<file path="src/rtl/nes_pad_if.sv">
// Pad-side bundle of the NES poller: serial data from the pads, shared latch/pulse,
// and the decoded per-pad button levels, press events and frame strobe.
interface nes_pad_if #(
    parameter int NUM_PADS = 1
);
    logic [NUM_PADS-1:0]   data_in;
    logic                  latch;
    logic                  pulse;
    logic [8*NUM_PADS-1:0] buttons;
    logic [8*NUM_PADS-1:0] pressed;
    logic                  frame_valid;
    logic                  busy;

    modport master (
        input  data_in,
        output latch, pulse, buttons, pressed, frame_valid, busy
    );

    modport slave (
        output data_in,
        input  latch, pulse, buttons, pressed, frame_valid, busy
    );
endinterface

</file>
<file path="src/rtl/nes_pad_poller.sv">
// NES controller poller: periodic latch/pulse sequence shared by all pads, 8-bit capture
// per pad, held levels plus one-cycle press events with optional auto-repeat.
module nes_pad_poller #(
    parameter int CLK_HZ        = 50000000,
    parameter int POLL_HZ       = 60,
    parameter int LATCH_CYC     = 600,
    parameter int GAP_CYC       = 300,
    parameter int HALF_CYC      = 300,
    parameter int NUM_PADS      = 1,
    parameter int REPEAT_FRAMES = 0
) (
    input  logic     clk,
    input  logic     reset,
    nes_pad_if.master pad
);
    localparam int PERIOD = CLK_HZ / POLL_HZ;
    localparam int PW     = (PERIOD > 1) ? $clog2(PERIOD) : 1;
    localparam int MAXC   = (LATCH_CYC > GAP_CYC) ? ((LATCH_CYC > HALF_CYC) ? LATCH_CYC : HALF_CYC)
                                                  : ((GAP_CYC > HALF_CYC) ? GAP_CYC : HALF_CYC);
    localparam int PHW    = (MAXC > 1) ? $clog2(MAXC) : 1;
    localparam int NB     = 8 * NUM_PADS;

    generate
        if (LATCH_CYC + GAP_CYC + 16 * HALF_CYC + 1 >= PERIOD) begin : g_bad_period
            $error("nes_pad_poller: frame does not fit in poll period");
        end
        if (LATCH_CYC < 1 || GAP_CYC < 1 || HALF_CYC < 1) begin : g_bad_width
            $error("nes_pad_poller: phase widths must be at least one cycle");
        end
        if ($bits(pad.buttons) != NB) begin : g_bad_if
            $error("nes_pad_poller: interface NUM_PADS does not match module");
        end
    endgenerate

    typedef enum logic [2:0] {
        S_IDLE,
        S_LATCH,
        S_GAP,
        S_HI,
        S_LO,
        S_DONE
    } state_t;

    state_t         state_q, state_d;
    logic [PW-1:0]  per_q, per_d;
    logic [PHW-1:0] cnt_q, cnt_d;
    logic [2:0]     bit_q, bit_d;
    logic           tick;
    logic           capture;

    logic           latch_q, latch_d;
    logic           pulse_q, pulse_d;
    logic           busy_q, busy_d;
    logic           fv_q, fv_d;
    logic [NB-1:0]  buttons_q, buttons_d;
    logic [NB-1:0]  pressed_q, pressed_d;
    logic [NB-1:0]  shift_vec;
    logic [NB-1:0]  press_vec;

    always_comb begin
        per_d = (per_q == PW'(PERIOD - 1)) ? '0 : per_q + PW'(1);
        tick  = (per_q == PW'(PERIOD - 1));
    end

    always_comb begin
        state_d = state_q;
        cnt_d   = cnt_q;
        bit_d   = bit_q;
        case (state_q)
            S_IDLE: begin
                cnt_d = '0;
                bit_d = '0;
                if (tick) state_d = S_LATCH;
            end
            S_LATCH: begin
                if (cnt_q == PHW'(LATCH_CYC - 1)) begin
                    state_d = S_GAP;
                    cnt_d   = '0;
                end else begin
                    cnt_d = cnt_q + PHW'(1);
                end
            end
            S_GAP: begin
                if (cnt_q == PHW'(GAP_CYC - 1)) begin
                    state_d = S_HI;
                    cnt_d   = '0;
                    bit_d   = '0;
                end else begin
                    cnt_d = cnt_q + PHW'(1);
                end
            end
            S_HI: begin
                if (cnt_q == PHW'(HALF_CYC - 1)) begin
                    state_d = S_LO;
                    cnt_d   = '0;
                end else begin
                    cnt_d = cnt_q + PHW'(1);
                end
            end
            S_LO: begin
                if (cnt_q == PHW'(HALF_CYC - 1)) begin
                    cnt_d = '0;
                    if (bit_q == 3'd7) begin
                        state_d = S_DONE;
                    end else begin
                        state_d = S_HI;
                        bit_d   = bit_q + 3'd1;
                    end
                end else begin
                    cnt_d = cnt_q + PHW'(1);
                end
            end
            S_DONE:  state_d = S_IDLE;
            default: state_d = S_IDLE;
        endcase
    end

    // Each bit is sampled on the edge that raises pulse for it; bit_d is its index.
    always_comb begin
        capture   = (state_d == S_HI) && (state_q != S_HI);
        latch_d   = (state_d == S_LATCH);
        pulse_d   = (state_d == S_HI);
        busy_d    = (state_d != S_IDLE);
        fv_d      = (state_d == S_DONE);
        buttons_d = fv_d ? shift_vec : buttons_q;
        pressed_d = fv_d ? press_vec : '0;
    end

    always_ff @(posedge clk) begin
        if (reset) begin
            state_q   <= S_IDLE;
            per_q     <= '0;
            cnt_q     <= '0;
            bit_q     <= '0;
            latch_q   <= 1'b0;
            pulse_q   <= 1'b0;
            busy_q    <= 1'b0;
            fv_q      <= 1'b0;
            buttons_q <= '0;
            pressed_q <= '0;
        end else begin
            state_q   <= state_d;
            per_q     <= per_d;
            cnt_q     <= cnt_d;
            bit_q     <= bit_d;
            latch_q   <= latch_d;
            pulse_q   <= pulse_d;
            busy_q    <= busy_d;
            fv_q      <= fv_d;
            buttons_q <= buttons_d;
            pressed_q <= pressed_d;
        end
    end

    genvar gi;
    generate
        for (gi = 0; gi < NUM_PADS; gi++) begin : g_pad
            logic       meta_q, meta_d;
            logic       sync_q, sync_d;
            logic [7:0] sr_q, sr_d;

            always_comb begin
                meta_d = pad.data_in[gi];
                sync_d = meta_q;
                sr_d   = sr_q;
                if (capture) sr_d[bit_d] = ~sync_q;
            end

            always_ff @(posedge clk) begin
                if (reset) begin
                    meta_q <= 1'b0;
                    sync_q <= 1'b0;
                    sr_q   <= '0;
                end else begin
                    meta_q <= meta_d;
                    sync_q <= sync_d;
                    sr_q   <= sr_d;
                end
            end

            assign shift_vec[8*gi +: 8] = sr_q;
        end

        for (gi = 0; gi < NB; gi++) begin : g_bit
            logic cur_b, old_b, press_d;
            assign cur_b = shift_vec[gi];
            assign old_b = buttons_q[gi];

            if (REPEAT_FRAMES > 0) begin : g_rep
                localparam int HW = $clog2(REPEAT_FRAMES + 1);
                logic [HW-1:0] hold_q, hold_d;

                // Counter tracks frames held since the last reported event.
                always_comb begin
                    press_d = 1'b0;
                    hold_d  = hold_q;
                    if (fv_d) begin
                        if (!cur_b) begin
                            hold_d = '0;
                        end else if (!old_b) begin
                            press_d = 1'b1;
                            hold_d  = '0;
                        end else if (hold_q == HW'(REPEAT_FRAMES - 1)) begin
                            press_d = 1'b1;
                            hold_d  = '0;
                        end else begin
                            hold_d = hold_q + HW'(1);
                        end
                    end
                end

                always_ff @(posedge clk) begin
                    if (reset) hold_q <= '0;
                    else       hold_q <= hold_d;
                end
            end else begin : g_edge
                always_comb press_d = cur_b && !old_b;
            end

            assign press_vec[gi] = press_d;
        end
    endgenerate

    assign pad.latch       = latch_q;
    assign pad.pulse       = pulse_q;
    assign pad.busy        = busy_q;
    assign pad.frame_valid = fv_q;
    assign pad.buttons     = buttons_q;
    assign pad.pressed     = pressed_q;
endmodule
</file>
<file path="src/flat_wrapper.sv">
// flat-port wrapper written by rule: the top's interface ports become plain ports
module nes_pad_poller_flat 
#(
    parameter int CLK_HZ        = 50000000,
    parameter int POLL_HZ       = 60,
    parameter int LATCH_CYC     = 600,
    parameter int GAP_CYC       = 300,
    parameter int HALF_CYC      = 300,
    parameter int NUM_PADS      = 1,
    parameter int REPEAT_FRAMES = 0
)
  (clk, reset, pad_data_in, pad_latch, pad_pulse, pad_buttons, pad_pressed, pad_frame_valid, pad_busy);
  nes_pad_if #(.NUM_PADS(NUM_PADS)) pad_i ();
  input  logic clk;
  input  logic reset;
  input wire logic [$bits(pad_i.data_in)-1:0] pad_data_in;
  output wire logic [$bits(pad_i.latch)-1:0] pad_latch;
  output wire logic [$bits(pad_i.pulse)-1:0] pad_pulse;
  output wire logic [$bits(pad_i.buttons)-1:0] pad_buttons;
  output wire logic [$bits(pad_i.pressed)-1:0] pad_pressed;
  output wire logic [$bits(pad_i.frame_valid)-1:0] pad_frame_valid;
  output wire logic [$bits(pad_i.busy)-1:0] pad_busy;
  assign pad_i.data_in = pad_data_in;
  assign pad_latch = pad_i.latch;
  assign pad_pulse = pad_i.pulse;
  assign pad_buttons = pad_i.buttons;
  assign pad_pressed = pad_i.pressed;
  assign pad_frame_valid = pad_i.frame_valid;
  assign pad_busy = pad_i.busy;
  nes_pad_poller #(.CLK_HZ(CLK_HZ), .POLL_HZ(POLL_HZ), .LATCH_CYC(LATCH_CYC), .GAP_CYC(GAP_CYC), .HALF_CYC(HALF_CYC), .NUM_PADS(NUM_PADS), .REPEAT_FRAMES(REPEAT_FRAMES)) u_core (.clk(clk), .reset(reset), .pad(pad_i));
endmodule
</file>
<file path="config.mk">
export PLATFORM = sky130hd
export DESIGN_NAME = nes_pad_poller_flat
export DESIGN_NICKNAME = d
export VERILOG_FILES = /design/src/rtl/nes_pad_if.sv /design/src/rtl/nes_pad_poller.sv /design/src/flat_wrapper.sv
export SDC_FILE = /design/constraint.sdc
export NUM_CORES = 1
export LEC_CHECK = 0
export ABC_AREA = 1
export CORE_MARGIN = 2
export CORE_UTILIZATION = 65
export CTS_BUF_LIST = sky130_fd_sc_hd__clkbuf_4 sky130_fd_sc_hd__clkbuf_8
export DETAILED_ROUTE_END_ITERATION = 12
export GPL_TIMING_DRIVEN = 0
export PLACE_DENSITY = 0.87
export SETUP_SLACK_MARGIN = 0.4
export SYNTH_ARGS = -nofsm -noshare
export SYNTH_HDL_FRONTEND = slang
export SYNTH_SLANG_ARGS = --single-unit
</file>
<file path="constraint.sdc">
create_clock -name clk -period 3.72 [get_ports clk]
set_clock_uncertainty 0.15 [all_clocks]
set_input_delay 0.744 -clock clk [delete_from_list [all_inputs] [get_ports clk]]
set_output_delay 0.744 -clock clk [all_outputs]
set_load 0.05 [all_outputs]
</file>
Word-level counts from Yosys, hierarchy flattened
Cells that the tools add are included.

word-level totals
  bits in registers = 66
  input port bits = 3
  logic and storage cells = 73

cells by class
  $add $sub $neg = 3
  $lt $le $gt $ge = 2
  eq/ne operators = 12
  multiplexer cells = 17
  bitwise logic cells = 2
  reduce and logical (&&, ||, !) cells = 24

operators by type and width
  cell                                                               count
  case mux 10 bit (3 select lines)                                   1
  2-to-1 mux 3 bit                                                   9
  adder 20 x 1 -> 20 bit, second input constant                      1
  equality test 20 bit, second input constant                        1
  2-to-1 mux 10 bit                                                  2
  case mux 3 bit (5 select lines)                                    1
  adder 10 x 1 -> 10 bit, second input constant                      1
  equality test 10 bit, second input constant                        1
  equality test 10 x 9 -> 1 bit, second input constant               1
  logical AND 1 bit                                                  10
  equality test 3 x 2 -> 1 bit, second input constant                3
  equality test 3 bit, second input constant                         3
  case mux 3 bit (3 select lines)                                    1
  bitwise mux 8 bit                                                  1
  zero test 1 bit                                                    8
  equality test 3 x 1 -> 1 bit, second input constant                2
  nonzero test 3 bit                                                 2
  less-than comparator 3 x 4 -> 1 bit, second input constant         1
  OR reduction 2 bit                                                 2
  adder 3 x 1 -> 3 bit, second input constant                        1
  demux 1 bit (select 3 bit)                                         1
  greater-or-equal comparator 3 x 1 -> 1 bit, second input constant  1
  zero test 3 bit                                                    1
  != test 3 x 2 -> 1 bit, second input constant                      1
  other kinds (3)                                                    4

Depth between registers and ports, before layout
  depth in word-level cells = 9
  depth in mapped cells = 14
  mapped depth without buffers = 14

Worst setup path before layout
Ideal clock, no wire load.

  path type = register -> register
  from = reg u_core.per_q[0]
  to = reg u_core.per_q[18]
  arrival time = 1.634 ns
  required time = 3.455 ns
  setup slack = 1.821 ns
  stages on the path, launching flop included = 12
  path buffers = 0
  cell sequence = dfxtp_1 ha_1 nand2_1 inv_1 nand2_1 nor2_1 nand3_1 nor3_1 nand3_1 nor2_1 a21oi_1 o21a_1

on the way
  cells in the longest elaborated chain, start to end = 2
  elaborated cells on any way between the ends = 3

RTL lines
  what                                                                            RTL line               source
  start, declared                                                                 nes_pad_poller.sv:45   logic [PW-1:0] per_q, per_d;
  start signal, assigned                                                          nes_pad_poller.sv:143  per_q <= per_d;
  parallel branches: the longest is 2 deep, another holds adder 20 x 1 -> 20 bit  -

Several ways; the timed one is not identified.
A chain may end at the register's enable or synchronous reset.

Final worst setup path
  from = reg u_core.buttons_q[7], in the netlist u_core.pad.buttons[7]
  to = out pad_buttons[7]

RTL lines
  what                    RTL line               source
  start, declared         nes_pad_poller.sv:55   logic [NB-1:0] buttons_q, buttons_d;
  start signal, assigned  nes_pad_poller.sv:150  buttons_q <= buttons_d;
  end, declared           flat_wrapper.sv:19     output wire logic [$bits(pad_i.buttons)-1:0] pad_buttons;

No word-level cell between the ends.

==> impl_metrics.env <==
export IMPL_status="complete, no violations"
export IMPL_clk_latency_ns=0.34
export IMPL_p_leak_uw=0.00148
export IMPL_syn_area_um2=3100
export IMPL_yosys_cell_types_count=40
export IMPL_final_util=0.775
export IMPL_grt_ovfl_total=0
export IMPL_finalSetupViolCount=0
export IMPL_synth_fp_nets=446
export IMPL_ios=23
export IMPL_via_per_inst=5.39
export IMPL_num_antenna_cells=0
export IMPL_syn_avg_cell_area_um2=7.07
export IMPL_dpl_cell_count=515
export IMPL_synthCells=439
export IMPL_cp_start_kind="register"
export IMPL_layout_min_cycle_time_ns=2.43
export IMPL_area_growth_pct=16.4
export IMPL_dp_slack_ns=1.07
export IMPL_post_cts_setup_buffer_count=0
export IMPL_cts_buffer_depth=2
export IMPL_async_reset_ff_frac=0
export IMPL_routabilityCongestion=0.884
export IMPL_reg2reg_depth=11
export IMPL_maxCapViolCount=0
export IMPL_cp_slowest_cell="clkdlybuf4s50_1"
export IMPL_core_area_um2=4660
export IMPL_min_from="u_core.g_pad[0].meta_q$_SDFF_PP0_"
export IMPL_dr_total_vias=2861
export IMPL_clock_sinks=66
export IMPL_grt_max_degree=13
export IMPL_yosysTopAreaCellShare=0.426
export IMPL_synth_seq_area_share=0.426
export IMPL_ir_worst_vdd_uv=318
export IMPL_power_density_nw_per_um2=390
export IMPL_final_cells=531
export IMPL_drv_slew=0
export IMPL_drtIter0Drc=129
export IMPL_synth_edf_count=0
export IMPL_synth_flop_cell="dfxtp_1"
export IMPL_routed_wirelength_um=6750
export IMPL_layout_drive_gt1_share=0.0881
export IMPL_finalWorstSetupSlack_ns=1.29
export IMPL_critical_path_class="reg -> out"
export IMPL_die_h_um=73.1
export IMPL_finalCritPeriodShare=0.653
export IMPL_wl_per_cell_um=12.7
export IMPL_worst_pin_slew_ns=0.622
export IMPL_grt_pass1_vias=2658
export IMPL_io_buffers=22
export IMPL_cp_max_fo=3
export IMPL_cts_root_buf="clkbuf_8"
export IMPL_die_w_um=73.1
export IMPL_r2r_slack_ns=1.48
export IMPL_holdCritPathClass="reg -> reg"
export IMPL_finalNetCount=479
export IMPL_fin_setup_tns_ns=0
export IMPL_rr_endpoint="u_core.per_q[18]$_SDFF_PP0_"
export IMPL_dr_pass1_iters=5
export IMPL_dpl_hpwl_um=4790
export IMPL_grt_pass1_wl_um=10900
export IMPL_clk_pin_slew_worst_paths_ns=0.08
export IMPL_cts_hold_buf=0
export IMPL_required_ns=2.83
export IMPL_r2r_start="u_core.per_q[0]$_SDFF_PP0_"
export IMPL_htree_levels=3
export IMPL_grtUsageTotal=0.264
export IMPL_drc=0
export IMPL_fmax_ghz=0.412
export IMPL_setup_worst_path_end_class="output pin"
export IMPL_whs_path_depth=2
export IMPL_hold_violations=0
export IMPL_yosys_warnings=0
export IMPL_path_buf_inv=1
export IMPL_die_area_um2=5340
export IMPL_worstHoldEndpoint="u_core.g_pad[0].sync_q$_SDFF_PP0_"
export IMPL_path_delay_family="buffers and inverters"
export IMPL_yosys_top_cells_area="dfxtp_1, nand2_1, inv_1, nor2_1, a21oi_1"
export IMPL_cts_buffers=9
export IMPL_ant_nets=0
export IMPL_rsz0062_at_grt="no"
export IMPL_crit_path_cell_trace="clkdlybuf4s50_1"
export IMPL_slew_headroom=0.586
export IMPL_rows=25
export IMPL_cts_resized=0
export IMPL_cp_arrival_ns=1.54
export IMPL_cts_tree="yes"
export IMPL_yosys_area_top_type="dfxtp_1"
export IMPL_antenna_found_initial=0
export IMPL_max_stage_delay_ns=0.81
export IMPL_start_util=0.666
export IMPL_ys_seq_elements=66
-- cells by family after synthesis --
family / Yosys count / share of synthesized area
AND/OR/NAND/NOR: 230 / 0.334
XOR/XNOR: 9 / 0.0254
buffers and inverters: 75 / 0.0939
adder cells (fa/ha/maj): 4 / 0.0161
flip-flops: 66 / 0.426
AO/OA/AOI/OAI: 55 / 0.105
-- report_power, final --
part	switching, uW	internal, uW	total, uW
Combinational	20.3	8.68	29.0
Sequential	2.74	710	712
Clock	281	387	668
-- cell usage in the layout (no fill, tap or decap), types with 4 or more instances in the layout --
master	n
a21oi_1	28
dfxtp_1	66
nor3_1	19
nand2_2	5
nand3_1	26
nor2_1	61
o21ai_0	9
inv_1	66
nand2_1	97
clkdlybuf4s50_1	22
nor2_2	4
xor2_1	9
ha_1	4
clkbuf_8	9
-- worst max-delay path by stage --
stage               depth (start not counted)                                 end                          startpoint
finish                                      1                      pad_buttons[7]  u_core.pad.buttons[7]$_SDFFE_PP0N_
global route                                1                      pad_buttons[7]  u_core.pad.buttons[7]$_SDFFE_PP0N_
detailed placement                          4  u_core.pad.buttons[5]$_SDFFE_PP0N_                               reset
floorplan                                  11         u_core.per_q[18]$_SDFF_PP0_          u_core.per_q[0]$_SDFF_PP0_
global placement                            4   u_core.pad.frame_valid$_SDFF_PP0_                               reset
CTS                                         1                      pad_buttons[7]  u_core.pad.buttons[7]$_SDFFE_PP0N_
-- worst register-to-register path: stages, from the launching register on --
cell	delay, ns
dfxtp_1	0.37
ha_1	0.18
nand2_1	0.06
inv_1	0.07
nand2_1	0.08
nor2_1	0.22
nand3_1	0.19
nor3_1	0.30
nand3_1	0.17
nor2_1	0.17
a21oi_1	0.09
o21a_1	0.10
-- flip-flops by register name, indices dropped and copies added, names as in the netlist --
signal                  cells
u_core.pad.latch            1
u_core.pad.frame_valid      1
u_core.pad.buttons          8
u_core.g_pad.sr_q           8
u_core.g_pad.sync_q         1
u_core.g_pad.meta_q         1
u_core.cnt_q               10
u_core.pad.pulse            1
u_core.bit_q                3
u_core.state_q              3
u_core.pad.pressed          8
u_core.pad.busy             1
u_core.per_q               20
-- cells in the mapped netlist (3+ instances only) --
cell type / n
nand2_1: 97
nor3_1: 19
a211oi_1: 3
o211ai_1: 3
a21oi_1: 28
nand2_2: 5
xor2_1: 9
dfxtp_1: 66
clkbuf_1: 3
nor2_1: 61
nor2_2: 4
o21ai_0: 9
nand3_1: 26
nor2_4: 3
ha_1: 4
inv_1: 66
-- per-layer routing --
| metal | track usage | wire length [um] |
|---|---|---|
| met1 | 0.303 | 2890 |
| met2 | 0.454 | 3390 |
| met3 | 0.0691 | 303 |
| met4 | 0.126 | 167 |
| met5 | 0 | 0 |
-- final cells by class --
type / count / area [um2]
tap: 54 / 67.6
multi-input combinational: 298 / 1490
clock inverter: 6 / 90.1
buffer: 5 / 22.5
timing repair buffer: 22 / 220
fill: 323 / 1050
inverter: 70 / 269
sequential: 66 / 1320
clock buffer: 10 / 131
-- through the flow --
step / area, um2 / hold WS (ns) / total power [uW]
after floorplan: 3100 / 0.238 / 747
after global placement: 3390 / 0.245 / 756
after detailed placement: 3390 / 0.248 / 758
after CTS: 3610 / 0.253 / 1420
after global routing: 3610 / 0.280 / 1450
final: 3610 / 0.253 / 1410
Power figures use the tool's default switching activity.
